==> config.mk <==
export PLATFORM = sky130hd
export DESIGN_NAME = sap_datapath
export DESIGN_NICKNAME = d
export VERILOG_FILES = /design/src/rtl/sap_datapath.sv
export SDC_FILE = /design/constraint.sdc
export NUM_CORES = 1
export LEC_CHECK = 0
export CAP_MARGIN = 20
export CORE_UTILIZATION = 56
export CTS_CLUSTER_SIZE = 16
export DETAILED_ROUTE_END_ITERATION = 8
export MAX_ROUTING_LAYER = met4
export PLACE_DENSITY = 0.85
export SETUP_SLACK_MARGIN = 0.05
export SLEW_MARGIN = 20
export SYNTH_ARGS = -nofsm -noshare
export SYNTH_HDL_FRONTEND = slang
export SYNTH_SLANG_ARGS = --single-unit
==> constraint.sdc <==
create_clock -name clk -period 4.1 [get_ports clk]
set_clock_uncertainty 0.2 [all_clocks]
set_input_delay 0.615 -clock clk [delete_from_list [all_inputs] [get_ports clk]]
set_output_delay 0.615 -clock clk [all_outputs]
set_load 0.01 [all_outputs]
==> src/rtl/sap_datapath.sv <==
// SAP-1 style datapath: shared 8-bit bus, PC/MAR/IR/ACC/B/OUT/AR registers and a 4-function ALU.
// The control sequencer drives the strobes; this block only moves and transforms data.
module sap_datapath (
  input  logic       clk,
  input  logic       clr,
  input  logic       inc,
  input  logic       PC_LD,
  input  logic       PC_OE,
  input  logic       MAR_LD,
  input  logic       ROM_OE,
  input  logic       IR_LD,
  input  logic       IR_OE,
  input  logic       ACC_LD,
  input  logic       ACC_OE,
  input  logic       S0,
  input  logic       S1,
  input  logic       ALU_en,
  input  logic       B_LD,
  input  logic       OUT_LD,
  input  logic       AR_LD,
  input  logic       AR_OE,
  input  logic       HLT,
  input  logic [7:0] rom_data,
  output logic [3:0] rom_addr,
  output logic [3:0] op_code,
  output logic [7:0] out_port,
  output logic       carry,
  output logic       zero,
  output logic       halted,
  output logic       bus_err
);

  logic [3:0] pc;
  logic [3:0] mar;
  logic [7:0] ir;
  logic [7:0] acc;
  logic [7:0] b;
  logic [7:0] out_reg;
  logic [7:0] ar;
  logic [7:0] bus;
  logic [8:0] alu_sum;
  logic [7:0] alu_y;
  logic       alu_c;
  logic [2:0] drv_cnt;
  logic       conflict;
  logic       upd;

  always_comb begin
    case ({S1, S0})
      2'b00:   alu_sum = {1'b0, acc} + {1'b0, b};
      2'b01:   alu_sum = {1'b0, acc} + {1'b0, ~b} + 9'd1;
      2'b10:   alu_sum = {1'b0, acc & b};
      default: alu_sum = {1'b0, acc | b};
    endcase
  end

  assign alu_y = alu_sum[7:0];
  assign alu_c = alu_sum[8];

  // Fixed priority keeps the bus defined even when the sequencer misbehaves.
  always_comb begin
    bus = 8'h00;
    if (PC_OE)        bus = {4'h0, pc};
    else if (!ROM_OE) bus = rom_data;
    else if (!IR_OE)  bus = {4'h0, ir[3:0]};
    else if (!ALU_en) bus = alu_y;
    else if (!ACC_OE) bus = acc;
    else if (!AR_OE)  bus = ar;
  end

  assign drv_cnt = 3'(PC_OE) + 3'(!ROM_OE) + 3'(!IR_OE) + 3'(!ALU_en)
                 + 3'(!ACC_OE) + 3'(!AR_OE);
  assign conflict = drv_cnt > 3'd1;

  // The halting edge itself is also frozen, so HLT gates updates directly.
  assign upd = !halted && HLT;

  always_ff @(posedge clk or posedge clr) begin
    if (clr) begin
      pc      <= 4'h0;
      mar     <= 4'h0;
      ir      <= 8'h00;
      acc     <= 8'h00;
      b       <= 8'h00;
      out_reg <= 8'h00;
      ar      <= 8'h00;
      carry   <= 1'b0;
      zero    <= 1'b0;
      halted  <= 1'b0;
      bus_err <= 1'b0;
    end else begin
      if (conflict) bus_err <= 1'b1;
      if (!HLT)     halted  <= 1'b1;
      if (upd) begin
        if (PC_LD)    pc <= bus[3:0];
        else if (inc) pc <= pc + 4'd1;
        if (MAR_LD) mar     <= bus[3:0];
        if (IR_LD)  ir      <= bus;
        if (ACC_LD) acc     <= bus;
        if (B_LD)   b       <= bus;
        if (OUT_LD) out_reg <= bus;
        if (AR_LD)  ar      <= bus;
        if (ACC_LD && !ALU_en) begin
          carry <= alu_c;
          zero  <= (alu_y == 8'h00);
        end
      end
    end
  end

  assign rom_addr = mar;
  assign op_code  = ir[7:4];
  assign out_port = out_reg;

endmodule

# Word level (Yosys, flattened, before mapping)
# Cells that the tools add are included.
[classes]
addsub = 9
n_lt_le_gt_ge = 1
n_eq_ne = 2
n_mux = 9
bitwise_logic = 3
reduce_logical = 19
[op_table]
columns = ["op", "n"]
rows = [
  ["$mux W8", 6],
  ["$pmux W9 S3", 1],
  ["$add A8 B8 Y9", 2],
  ["$reduce_and A2 Y1", 8],
  ["$add A3 B1 Y3", 3],
  ["$add A9 B1 Y9 const B", 1],
  ["$and A8 B8 Y8", 1],
  ["$logic_not A8 Y1", 1],
  ["$mux W4", 2],
  ["$not A8 Y8", 1],
  ["$or A8 B8 Y8", 1],
  ["$logic_not A1 Y1", 6],
  ["$add A4 B1 Y4 const B", 1],
  ["$add A2 B1 Y3", 1],
  ["$gt A3 B1 Y1 const B", 1],
  ["$add A1 B1 Y2", 1],
  ["$eq A2 B1 Y1 const B", 1],
  ["$eq A2 B2 Y1 const B", 1],
  ["$logic_and A1 B1 Y1", 2],
  ["$logic_not A2 Y1", 1],
  ["$reduce_bool A2 Y1", 1],
]
[word_totals]
regBits = 52

# Longest topological paths before layout
# Gate-level depths: netlist of the first run.
[logic_depth]
ltp_word = 9
mapped_depth = 11
mapped_depth_nobuf = 11

# Worst setup path before layout of the first run
# No wires, ideal clock.
[synth_timing]
path_type = "flip-flop to flip-flop"
start = "reg acc[2]"
end = "reg zero"
setup_ns = 0.092
t_arrival_ns = 2.524
t_required_ns = 3.808
path_slack_ns = 1.284
path_stages_with_launch = 10
n_path_buf = 0
synth_period_minus_slack_ns = 2.816
path_cell_list = "dfrtp_1 > inv_1 > ha_1 > nand2b_1 > a2111oi_2 > mux2_4 > a2111oi_2 > nand3b_1 > a31o_2 > o31ai_2"
[synth_between]
elab_chain_len = 4
elab_cells_between_ends = 7
[synth_lines]
columns = ["item", "line", "text"]
rows = [
  ["start, declared", "36", "logic [7:0] acc;"],
  ["start signal, assigned", "99", "if (ACC_LD) acc <= bus;"],
  ["$add A8 B8 Y9", "51", "2'b01: alu_sum = {1'b0, acc} + {1'b0, ~b} + 9'd1;"],
  ["$add A9 B1 Y9", "51", ""],
  ["$pmux W9 S3 (*)", "49", "case ({S1, S0})"],
  ["$logic_not A8 Y1 (*)", "105", "zero <= (alu_y == 8'h00);"],
  ["end signal, assigned", "105", ""],
  ["end, declared", "28", "output logic zero,"],
]
# Every way passes the cells marked *; elsewhere a longest branch is shown, timed or not.
# A chain may end at the register's enable or synchronous reset.

# Worst setup path after layout of the first run
[layout_timing]
start = "reg acc[0]"
end = "reg b[6]"
[layout_between]
elab_chain_len = 7
elab_cells_between_ends = 8
[layout_lines]
columns = ["item", "line", "text"]
rows = [
  ["$add A8 B8 Y9", "51", ""],
  ["$add A9 B1 Y9", "51", ""],
  ["$pmux W9 S3 (*)", "49", ""],
  ["$mux W8 (*)", "66", "else if (!ALU_en) bus = alu_y;"],
  ["$mux W8 (*)", "65", "else if (!IR_OE) bus = {4'h0, ir[3:0]};"],
  ["$mux W8 (*)", "64", "else if (!ROM_OE) bus = rom_data;"],
  ["$mux W8 (*)", "63", "if (PC_OE) bus = {4'h0, pc};"],
  ["end signal, assigned", "100", "if (B_LD) b <= bus;"],
  ["end, declared", "37", "logic [7:0] b;"],
]
# Marks and branches as above.

==> results of run 1 <==
## path summary, 6_finish.rpt
kind / cells after the start / startpoint / slack (ns) / end
setup reg to reg: 11 / acc[0]$_DFFE_PP0P_ / 0.85 / b[6]$_DFFE_PP0P_
min in group asynchronous: 2 / clr / 0.57 / ar[1]$_DFFE_PP0P_
hold reg to reg: 2 / rom_addr[1]$_DFFE_PP0P_ / 0.29 / rom_addr[1]$_DFFE_PP0P_
setup / recovery: 11 / acc[0]$_DFFE_PP0P_ / 0.85 / b[6]$_DFFE_PP0P_
hold / removal: 2 / rom_addr[1]$_DFFE_PP0P_ / 0.29 / rom_addr[1]$_DFFE_PP0P_
max in group asynchronous: 2 / clr / 2.60 / acc[7]$_DFFE_PP0P_
## worst register-to-register path, delay by kind of cell, from the launching register on
family                     cells  cell delay (ns)
adders and majority gates      2             0.40
AOI/OAI and AO/OA              4             1.42
and+or+nand+nor                2             0.21
DFF                            1             0.38
buffers and inverters          2             0.16
muxes                          1             0.35
## per-layer routing
layer	vias to the layer above	track usage (%)	wire length, um
met5	-	-	0
li1	1555	-	-
met2	126	46.8	4220
met1	1527	39.3	3880
met4	0	10.0	176
met3	17	3.00	470
## cells in the final DEF, fill, tap and decap left out, types with 12 or more instances in the layout
master / count
a31oi_1: 12
dfrtp_1: 52
nor2_1: 17
clkdlybuf4s50_1: 46
o21ai_0: 48
nand2_1: 69
ha_1: 26
a21oi_1: 16
inv_1: 34
## area by class of cell
cell class | instances | share of cell area (%)
Multi-Input combinational cell | 309 | 48.6
Sequential cell | 52 | 31.2
Timing Repair Buffer | 54 | 12.5
Clock buffer | 6 | 1.98
Inverter | 35 | 3.18
Clock inverter | 2 | 0.330
Tap cell | 75 | 2.25
## metrics by stage
| stage | cell area, um^2 | util (%) | hold WS (ns) |
|---|---|---|---|
| after floorplan | 3580 | - | 0.250 |
| after global placement | 4080 | 67.2 | 0.262 |
| after detailed placement | 4080 | 67.2 | 0.271 |
| after CTS | 4170 | 68.8 | 0.292 |
| after global routing | 4170 | 68.8 | 0.325 |
| final | 4170 | 68.8 | 0.288 |
## logic make-up (layout without fill, tap and decap cells)
logic type / after synthesis / in the layout / share of synthesized area [%]
muxes: 10 / 10 / 3.35
and+or+nand+nor: 138 / 138 / 17.9
xor gates and xnor gates: 2 / 2 / 0.489
DFF: 52 / 52 / 36.3
buffers and inverters: 62 / 97 / 7.12
adders and majority gates: 31 / 31 / 11.9
AOI/OAI and AO/OA: 128 / 128 / 22.9
## report_power, final
part / internal (mW) / total, mW / switching, mW
Sequential: 0.549 / 0.576 / 0.0277
Combinational: 0.160 / 0.360 / 0.200
Clock: 0.138 / 0.313 / 0.175
Total: 0.848 / 1.25 / 0.402
## registers in the layout, summed over array words and instances (netlist names)
| name | flops |
|---|---|
| rom_addr | 4 |
| pc | 4 |
| ir | 8 |
| zero | 1 |
| ar | 8 |
| halted | 1 |
| carry | 1 |
| acc | 8 |
| bus_err | 1 |
| b | 8 |
| out_port | 8 |
==> impl_metrics.env, run 1 <==
export IMPL_finalCritPeriodShare_pct=79.3
export IMPL_yosys_cell_count_top_type="nand2_1"
export IMPL_htree_num_levels=2
export IMPL_antenna_left=0
export IMPL_slowest_stage="a2111oi_2"
export IMPL_clock_fmax_mhz=307
export IMPL_cts_clk_slew_worst_paths_ns=0.10
export IMPL_synthCells=423
export IMPL_cp_cell_sequence="inv_1, ha_1, inv_1, fa_1, nand2b_1, a2111oi_2, mux2_4, a2111oi_2, nor3_1, o21ai_2, o21ai_1"
export IMPL_tns_ns=0
export IMPL_startpoint_type="flop"
export IMPL_fp_row_count=28
export IMPL_diodes=0
export IMPL_critPathMaxStageDelay_ns=0.53
export IMPL_dieArea_mm2=0.00672
export IMPL_rsz0062_at_grt="no"
export IMPL_power_leakage_nw=1.79
export IMPL_via_per_inst=6.05
export IMPL_crit_fanout=5
export IMPL_wirelength_mm=8.75
export IMPL_vdd_drop_max_uv=332
export IMPL_syn_cell_area_mm2=0.00358
export IMPL_cts_tree="done"
export IMPL_hp_class="flop to flop"
export IMPL_critPathBufInv=2
export IMPL_grt_max_degree=53
export IMPL_dp_cells=525
export IMPL_synth_top_area_share_pct=36.3
export IMPL_dr_pass1_iters=4
export IMPL_ys_types=60
export IMPL_path_class="flop to flop"
export IMPL_instances_no_fill=533
export IMPL_track_usage_pct=29.5
export IMPL_cts_sinks=52
export IMPL_maxCapViolations=0
export IMPL_core_mm2=0.00606
export IMPL_io_pin_count=47
export IMPL_finalHoldViolCount=0
export IMPL_cts_setup_buffers=0
export IMPL_regArea_mm2=0.00130
export IMPL_vias=3225
export IMPL_async_reset_ff_share_pct=100
export IMPL_cts_buffers=5
export IMPL_end_kind="flop"
export IMPL_ctsHoldBuffers=0
export IMPL_max_slew_margin_pct=41.5
export IMPL_p_per_area_mw_per_mm2=299
export IMPL_synth_top_area_cell="dfrtp_1"
export IMPL_start_util_pct=59.1
export IMPL_port_buffers=46
export IMPL_seq_area_frac_synth_pct=36.3
export IMPL_run_status="finished, final reports clean"
export IMPL_grt_pass1_vias=2987
export IMPL_ys_seq_elements=52
export IMPL_wl_per_cell_um=16.4
export IMPL_avgSynthCellArea_um2=8.47
export IMPL_place_hpwl_mm=6.75
export IMPL_yosysWarnings=0
export IMPL_die_h_um=82.0
export IMPL_fin_nets=515
export IMPL_root_buffer="clkbuf_8"
export IMPL_maxSlewViolCount=0
export IMPL_clk_latency_ns=0.31
export IMPL_crit_family="compound AO/OA/AOI/OAI gates"
export IMPL_route_detailed_drc=0
export IMPL_required_ns=4.09
export IMPL_die_w_um=82.0
export IMPL_synth_edff_count=0
export IMPL_post_cts_resized=0
export IMPL_timing_final_crit_period_ns=3.25
export IMPL_worstPathArrival_ns=3.24
export IMPL_synth_ff_type="dfrtp_1"
export IMPL_netlist_top_cells_count="nand2_1 (69), dfrtp_1 (52), o21ai_0 (48)"
export IMPL_setup_viol=0
export IMPL_grt_overflow_total=0
export IMPL_place_ws_ns=0.750
export IMPL_drt_iter0_markers=168
export IMPL_drive_gt1_share_pct=6.33
export IMPL_yosys_top_cells_area="dfrtp_1 (36%), ha_1 (9.1%), nand2_1 (7.2%)"
export IMPL_setup_slack_ns=0.847
export IMPL_fill_cells=482
export IMPL_worst_pin_slew_ns=0.877
export IMPL_clockBufferDepth=2
export IMPL_grt_first_pass_wirelength_mm=14.6
export IMPL_area_growth_pct=16.4
export IMPL_total_power_mw=1.25
export IMPL_globalplace_congestion=0.933
export IMPL_antenna_found_initial=0
export IMPL_syn_num_nets=481
export IMPL_multi_input_area_mm2=0.00203
No activity file was read; power rests on OpenSTA's default activity.
==> inputs of run 2 (changes only) <==
--- a/config.mk
+++ b/config.mk
@@ -6,11 +6,11 @@
 export NUM_CORES = 1
 export LEC_CHECK = 0
 export CAP_MARGIN = 20
-export CORE_UTILIZATION = 56
+export CORE_UTILIZATION = 50
 export CTS_CLUSTER_SIZE = 16
 export DETAILED_ROUTE_END_ITERATION = 8
 export MAX_ROUTING_LAYER = met4
-export PLACE_DENSITY = 0.85
+export PLACE_DENSITY = 0.8
 export SETUP_SLACK_MARGIN = 0.05
 export SLEW_MARGIN = 20
 export SYNTH_ARGS = -nofsm -noshare
==> constraint.sdc (replaced) <==
create_clock -name clk -period 2.9 [get_ports clk]
set_clock_uncertainty 0.2 [all_clocks]
set_input_delay 0.435 -clock clk [delete_from_list [all_inputs] [get_ports clk]]
set_output_delay 0.435 -clock clk [all_outputs]
set_load 0.01 [all_outputs]
==> run 2 against run 1 <==
Net effect: critical path depth did not move; count of clock-buffer cells in the layout fell by 1; setup slack got worse by 0.83 ns; sequential power rose by 40%; hold slack got worse by 0.0028 ns; sequential share of layout area fell by 3.7 points; routed wire length rose by 14%; global-route usage fell by 1.3 points; via count rose by 7.4%; largest power group unchanged; highest routed layer unchanged.
==> impl_metrics.env, run 2 (synthesis gave the netlist of run 1 again) <==
export IMPL_antenna_left=0
export IMPL_tns_ns=0
export IMPL_clockBufferDepth=2
export IMPL_vias=3463
export IMPL_start_util_pct=52.2
export IMPL_power_leakage_nw=2.07
export IMPL_port_buffers=46
export IMPL_cts_buffers=5
export IMPL_place_hpwl_mm=7.24
export IMPL_p_per_area_mw_per_mm2=397
export IMPL_ff2ff_setup_slack_ns=0.02
export IMPL_io_pin_count=47
export IMPL_diodes=0
export IMPL_die_w_um=86.7
export IMPL_core_mm2=0.00687
export IMPL_max_slew_margin_pct=55.5
export IMPL_mostFrequentLayoutCells="nand2_1 (69), buf_4 (57), dfrtp_1 (52)"
export IMPL_root_buffer="clkbuf_8"
export IMPL_wirelength_mm=9.94
export IMPL_end_kind="flop"
export IMPL_ctsHoldBuffers=0
export IMPL_timing_final_crit_period_ns=2.88
export IMPL_dp_cells=591
export IMPL_grt_pass1_vias=3398
export IMPL_final_common_cell="nand2_1"
export IMPL_dpl_cell_area_mm2=0.00444
export IMPL_worst_r2r_endpoint="out_port[6]$_DFFE_PP0P_"
export IMPL_cts_tree="done"
export IMPL_crit_fanout=6
export IMPL_dieArea_mm2=0.00751
export IMPL_maxCapViolations=0
export IMPL_r2r_start="acc[5]$_DFFE_PP0P_"
export IMPL_grt_overflow_total=0
export IMPL_hp_class="flop to flop"
export IMPL_wl_per_cell_um=16.5
export IMPL_finalHoldViolCount=0
export IMPL_maxSlewViolCount=0
export IMPL_grt_first_pass_wirelength_mm=16.2
export IMPL_clock_fmax_mhz=347
export IMPL_track_usage_pct=28.2
export IMPL_route_detailed_drc=0
export IMPL_final_area_mm2=0.00474
export IMPL_worstPathArrival_ns=2.91
export IMPL_crit_end="out_port[6]$_DFFE_PP0P_"
export IMPL_vdd_drop_max_uv=373
export IMPL_area_growth_pct=32.1
export IMPL_fin_nets=565
export IMPL_fp_row_count=30
export IMPL_via_per_inst=5.73
export IMPL_grt_max_degree=53
export IMPL_worst_pin_slew_ns=0.668
export IMPL_postLayoutCoreUtil_pct=68.9
export IMPL_globalplace_congestion=0.886
export IMPL_dr_pass1_iters=4
export IMPL_run_status="finished, final reports clean"
export IMPL_antenna_found_initial=0
export IMPL_finalCritPeriodShare_pct=99.4
export IMPL_setup_viol=0
export IMPL_crit_start="acc[5]$_DFFE_PP0P_"
export IMPL_drt_iter0_markers=179
export IMPL_htree_num_levels=2
export IMPL_worst_hold_startpoint="carry$_DFFE_PP0P_"
export IMPL_startpoint_type="flop"
export IMPL_clk_latency_ns=0.31
export IMPL_cts_clk_slew_worst_paths_ns=0.09
export IMPL_required_ns=2.93
export IMPL_r2r_cells=11
export IMPL_cts_sinks=52
export IMPL_rsz0062_at_grt="yes"
export IMPL_path_class="flop to flop"
export IMPL_hold_worst_slack_ns=0.286
export IMPL_instances_no_fill=604
export IMPL_drive_gt1_share_pct=20.9
export IMPL_die_h_um=86.7
[run 2: power breakdown]
part           switching [mW]  total [mW]  internal [mW]
registers              0.0332       0.809          0.776
logic                   0.341       0.665          0.324
clock network           0.239       0.408          0.169
total                   0.613        1.88           1.27
[run 2: worst max-delay path: stages, from the launching register on]
cell       delay, ns
dfrtp_1         0.35
inv_1           0.07
ha_1            0.35
buf_4           0.16
inv_1           0.10
or3_1           0.43
mux2i_1         0.28
a2111oi_4       0.09
buf_4           0.15
nor3_1          0.30
o21ai_2         0.16
o21ai_1         0.16
[run 2: metal layers]
metal / track usage (%) / up-vias / wire length, um
met5: - / - / 0
met1: 34.3 / 1662 / 4270
li1: - / 1646 / -
met4: 8.94 / 0 / 293
met2: 49.2 / 123 / 4960
met3: 3.24 / 32 / 409
[run 2: how the worst min path moves through the flow]
stage	to	cells past startpoint	slack, ns
after CTS	carry$_DFFE_PP0P_	2	0.29
after global routing	rom_addr[2]$_DFFE_PP0P_	2	0.32
after floorplan	ar[0]$_DFFE_PP0P_	2	0.25
after detailed placement	bus_err$_DFFE_PP0N_	1	0.26
after global placement	ar[2]$_DFFE_PP0P_	2	0.26
final	carry$_DFFE_PP0P_	2	0.29
[run 2: stage by stage]
stage	setup WS, ns	power [mW]
after floorplan	0.0839	1.16
after global placement	-0.111	1.39
after detailed placement	-0.208	1.41
after CTS	0.0375	1.84
after global routing	-0.0994	1.98
final	0.0181	1.88
[run 2: layout make-up]
cell class | instances | area, um^2
tap | 96 | 120
clock buffer | 5 | 68.8
timing repair buffer | 104 | 902
sequential | 52 | 1300
inverter | 35 | 134
multi-input combinational | 309 | 2190
fill | 526 | 2130
clock inverter | 3 | 18.8
[run 2: repair_timing]
action	4_1_cts	5_1_grt
endpoints found under the setup margin	28	36
cloned	0	0
pin swaps	9	14
gates resized for setup	12	38
buffers inserted	0	5
==> inputs of run 3 (changes only) <==
--- a/config.mk
+++ b/config.mk
@@ -12,6 +12,7 @@
 export MAX_ROUTING_LAYER = met4
 export PLACE_DENSITY = 0.8
 export SETUP_SLACK_MARGIN = 0.05
+export SKIP_LAST_GASP = 1
 export SLEW_MARGIN = 20
 export SYNTH_ARGS = -nofsm -noshare
 export SYNTH_HDL_FRONTEND = slang
==> run 3 against run 2 <==
Net effect: core utilization shrank 0.27 points; routed wire length down 0.76%; register-to-register slack hardly changed; count of clock-buffer cells in the layout did not move; non-clock buffer count is the same; first-iteration DRC count rose by 3.4%; sequential share of layout area increased by 0.11 points; setup slack better by 0.015 ns; critical path type unchanged; critical path depth is the same.
==> impl_metrics.env, run 3 (synthesis gave the netlist of run 1 again) <==
export IMPL_worst_pin_slew_ns=0.657
export IMPL_track_usage_pct=28.2
export IMPL_timing_final_crit_period_ns=2.87
export IMPL_clk_latency_ns=0.31
export IMPL_crit_cells=11
export IMPL_diodes=0
export IMPL_final_common_cell="nand2_1"
export IMPL_die_w_um=86.7
export IMPL_power_leakage_nw=2.06
export IMPL_hp_class="flop to flop"
export IMPL_end_kind="flop"
export IMPL_antenna_left=0
export IMPL_holdPathStages=2
export IMPL_root_buffer="clkbuf_8"
export IMPL_finalHoldViolCount=0
export IMPL_io_pin_count=47
export IMPL_place_hpwl_mm=7.24
export IMPL_htree_num_levels=2
export IMPL_route_detailed_drc=0
export IMPL_wirelength_mm=9.86
export IMPL_cts_clk_slew_worst_paths_ns=0.09
export IMPL_setup_slack_ns=0.0329
export IMPL_gr_usage_met1_pct=34.3
export IMPL_cts_tree="done"
export IMPL_vias=3455
export IMPL_fin_nets=565
export IMPL_antenna_found_initial=0
export IMPL_drive_gt1_share_pct=20.7
export IMPL_critPathMaxStageDelay_ns=0.43
export IMPL_port_buffers=46
export IMPL_ff2ff_setup_slack_ns=0.03
export IMPL_total_power_mw=1.88
export IMPL_max_slew_margin_pct=56.2
export IMPL_clock_fmax_mhz=349
export IMPL_grt_max_degree=53
export IMPL_finalCritPeriodShare_pct=98.9
export IMPL_whs_endpoint="carry$_DFFE_PP0P_"
export IMPL_wl_per_cell_um=16.3
export IMPL_fp_row_count=30
export IMPL_r2r_cells=11
export IMPL_rsz0062_at_grt="yes"
export IMPL_setup_viol=0
export IMPL_drt_iter0_markers=185
export IMPL_vdd_drop_max_uv=380
export IMPL_required_ns=2.92
export IMPL_startpoint_type="flop"
export IMPL_worst_r2r_endpoint="out_port[6]$_DFFE_PP0P_"
export IMPL_postLayoutCoreUtil_pct=68.7
export IMPL_worstPathArrival_ns=2.89
export IMPL_dieArea_mm2=0.00751
export IMPL_cts_buffers=5
export IMPL_p_per_area_mw_per_mm2=398
export IMPL_slowest_stage="or3_1"
export IMPL_groute_layer_met3_usage_pct=3.24
export IMPL_die_h_um=86.7
export IMPL_maxCapViolations=0
export IMPL_cts_sinks=52
export IMPL_clockBufferDepth=2
export IMPL_globalplace_congestion=0.886
export IMPL_place_ws_ns=-0.208
export IMPL_grt_pass1_vias=3398
export IMPL_crit_family="simple AND/OR/NAND/NOR gates"
export IMPL_busiest_layer="met2"
export IMPL_run_status="finished, final reports clean"
export IMPL_dr_pass1_iters=5
export IMPL_r2r_start="acc[5]$_DFFE_PP0P_"
export IMPL_grt_first_pass_wirelength_mm=16.2
export IMPL_worst_hold_startpoint="carry$_DFFE_PP0P_"
export IMPL_start_util_pct=52.2
export IMPL_area_growth_pct=31.6
export IMPL_critPathBufInv=4
export IMPL_path_class="flop to flop"
export IMPL_crit_fanout=6
export IMPL_grt_overflow_total=0
export IMPL_crit_start="acc[5]$_DFFE_PP0P_"
export IMPL_via_per_inst=5.72
export IMPL_cp_cell_sequence="inv_1, ha_1, buf_4, inv_1, or3_1, mux2i_1, a2111oi_4, buf_4, nor3_1, o21ai_2, o21ai_1"
export IMPL_core_mm2=0.00687
export IMPL_mostFrequentLayoutCells="nand2_1 (69), buf_4 (57), dfrtp_1 (52)"
export IMPL_grtUsageMet2_pct=49.2
export IMPL_maxSlewViolCount=0
==> run 3: worst register-to-register path: stages (launching register included) <==
cell and delay (ns):
dfrtp_1 0.35, inv_1 0.07, ha_1 0.35, buf_4 0.16
inv_1 0.10, or3_1 0.43, mux2i_1 0.28, a2111oi_4 0.09
buf_4 0.15, nor3_1 0.29, o21ai_2 0.15, o21ai_1 0.16
==> run 3: final cells by class <==
class | instances | area [um^2]
clock buffers | 5 | 68.8
clock inverters | 3 | 18.8
well taps | 96 | 120
multi-input cells | 309 | 2170
inverters | 35 | 134
flip-flops and latches | 52 | 1300
fillers | 526 | 2150
repair buffers | 104 | 902
==> run 3: worst max path at each step <==
| stage | to |
|---|---|
| 5_1_grt | pc[1]$_DFFE_PP0P_ |
| 3_3_place_gp | bus_err$_DFFE_PP0N_ |
| 3_5_place_dp | bus_err$_DFFE_PP0N_ |
| 4_1_cts | zero$_DFFE_PP0P_ |
| 2_1_floorplan | zero$_DFFE_PP0P_ |
| 6_report | out_port[6]$_DFFE_PP0P_ |
==> run 3: per-layer routing <==
layer | up-vias | share of wire [%] | wire, um
li1 | 1653 | - | -
met2 | 120 | 50 | 4950
met5 | - | 0 | 0
met4 | 0 | 2.6 | 252
met1 | 1653 | 42 | 4160
met3 | 29 | 5.0 | 495
==> run 3: repair_timing <==
item | 4_1_cts | 5_1_grt
hold buffers | 0 | 0
setup endpoints to repair | 28 | 36
hold endpoints to repair | 0 | 0
setup buffers | 0 | 5
pin swaps | 9 | 14
cloned | 0 | 0
resized for setup | 12 | 36
==> run 3: per-stage QoR <==
step | cell area [um^2] | std cells | TNS (ns) | hold WS (ns)
floorplan | 3580 | 423 | 0 | 0.250
global placement | 4440 | 591 | -0.327 | 0.262
detailed placement | 4440 | 591 | -1.33 | 0.257
CTS | 4580 | 599 | 0 | 0.290
global route | 4720 | 604 | -0.781 | 0.318
finish | 4720 | 604 | 0 | 0.285
==> run 3: where the power goes <==
| part | internal [mW] | total (mW) | switching [mW] |
|---|---|---|---|
| Sequential | 0.776 | 0.809 | 0.0331 |
| Clock | 0.169 | 0.409 | 0.240 |
| Combinational | 0.320 | 0.658 | 0.338 |
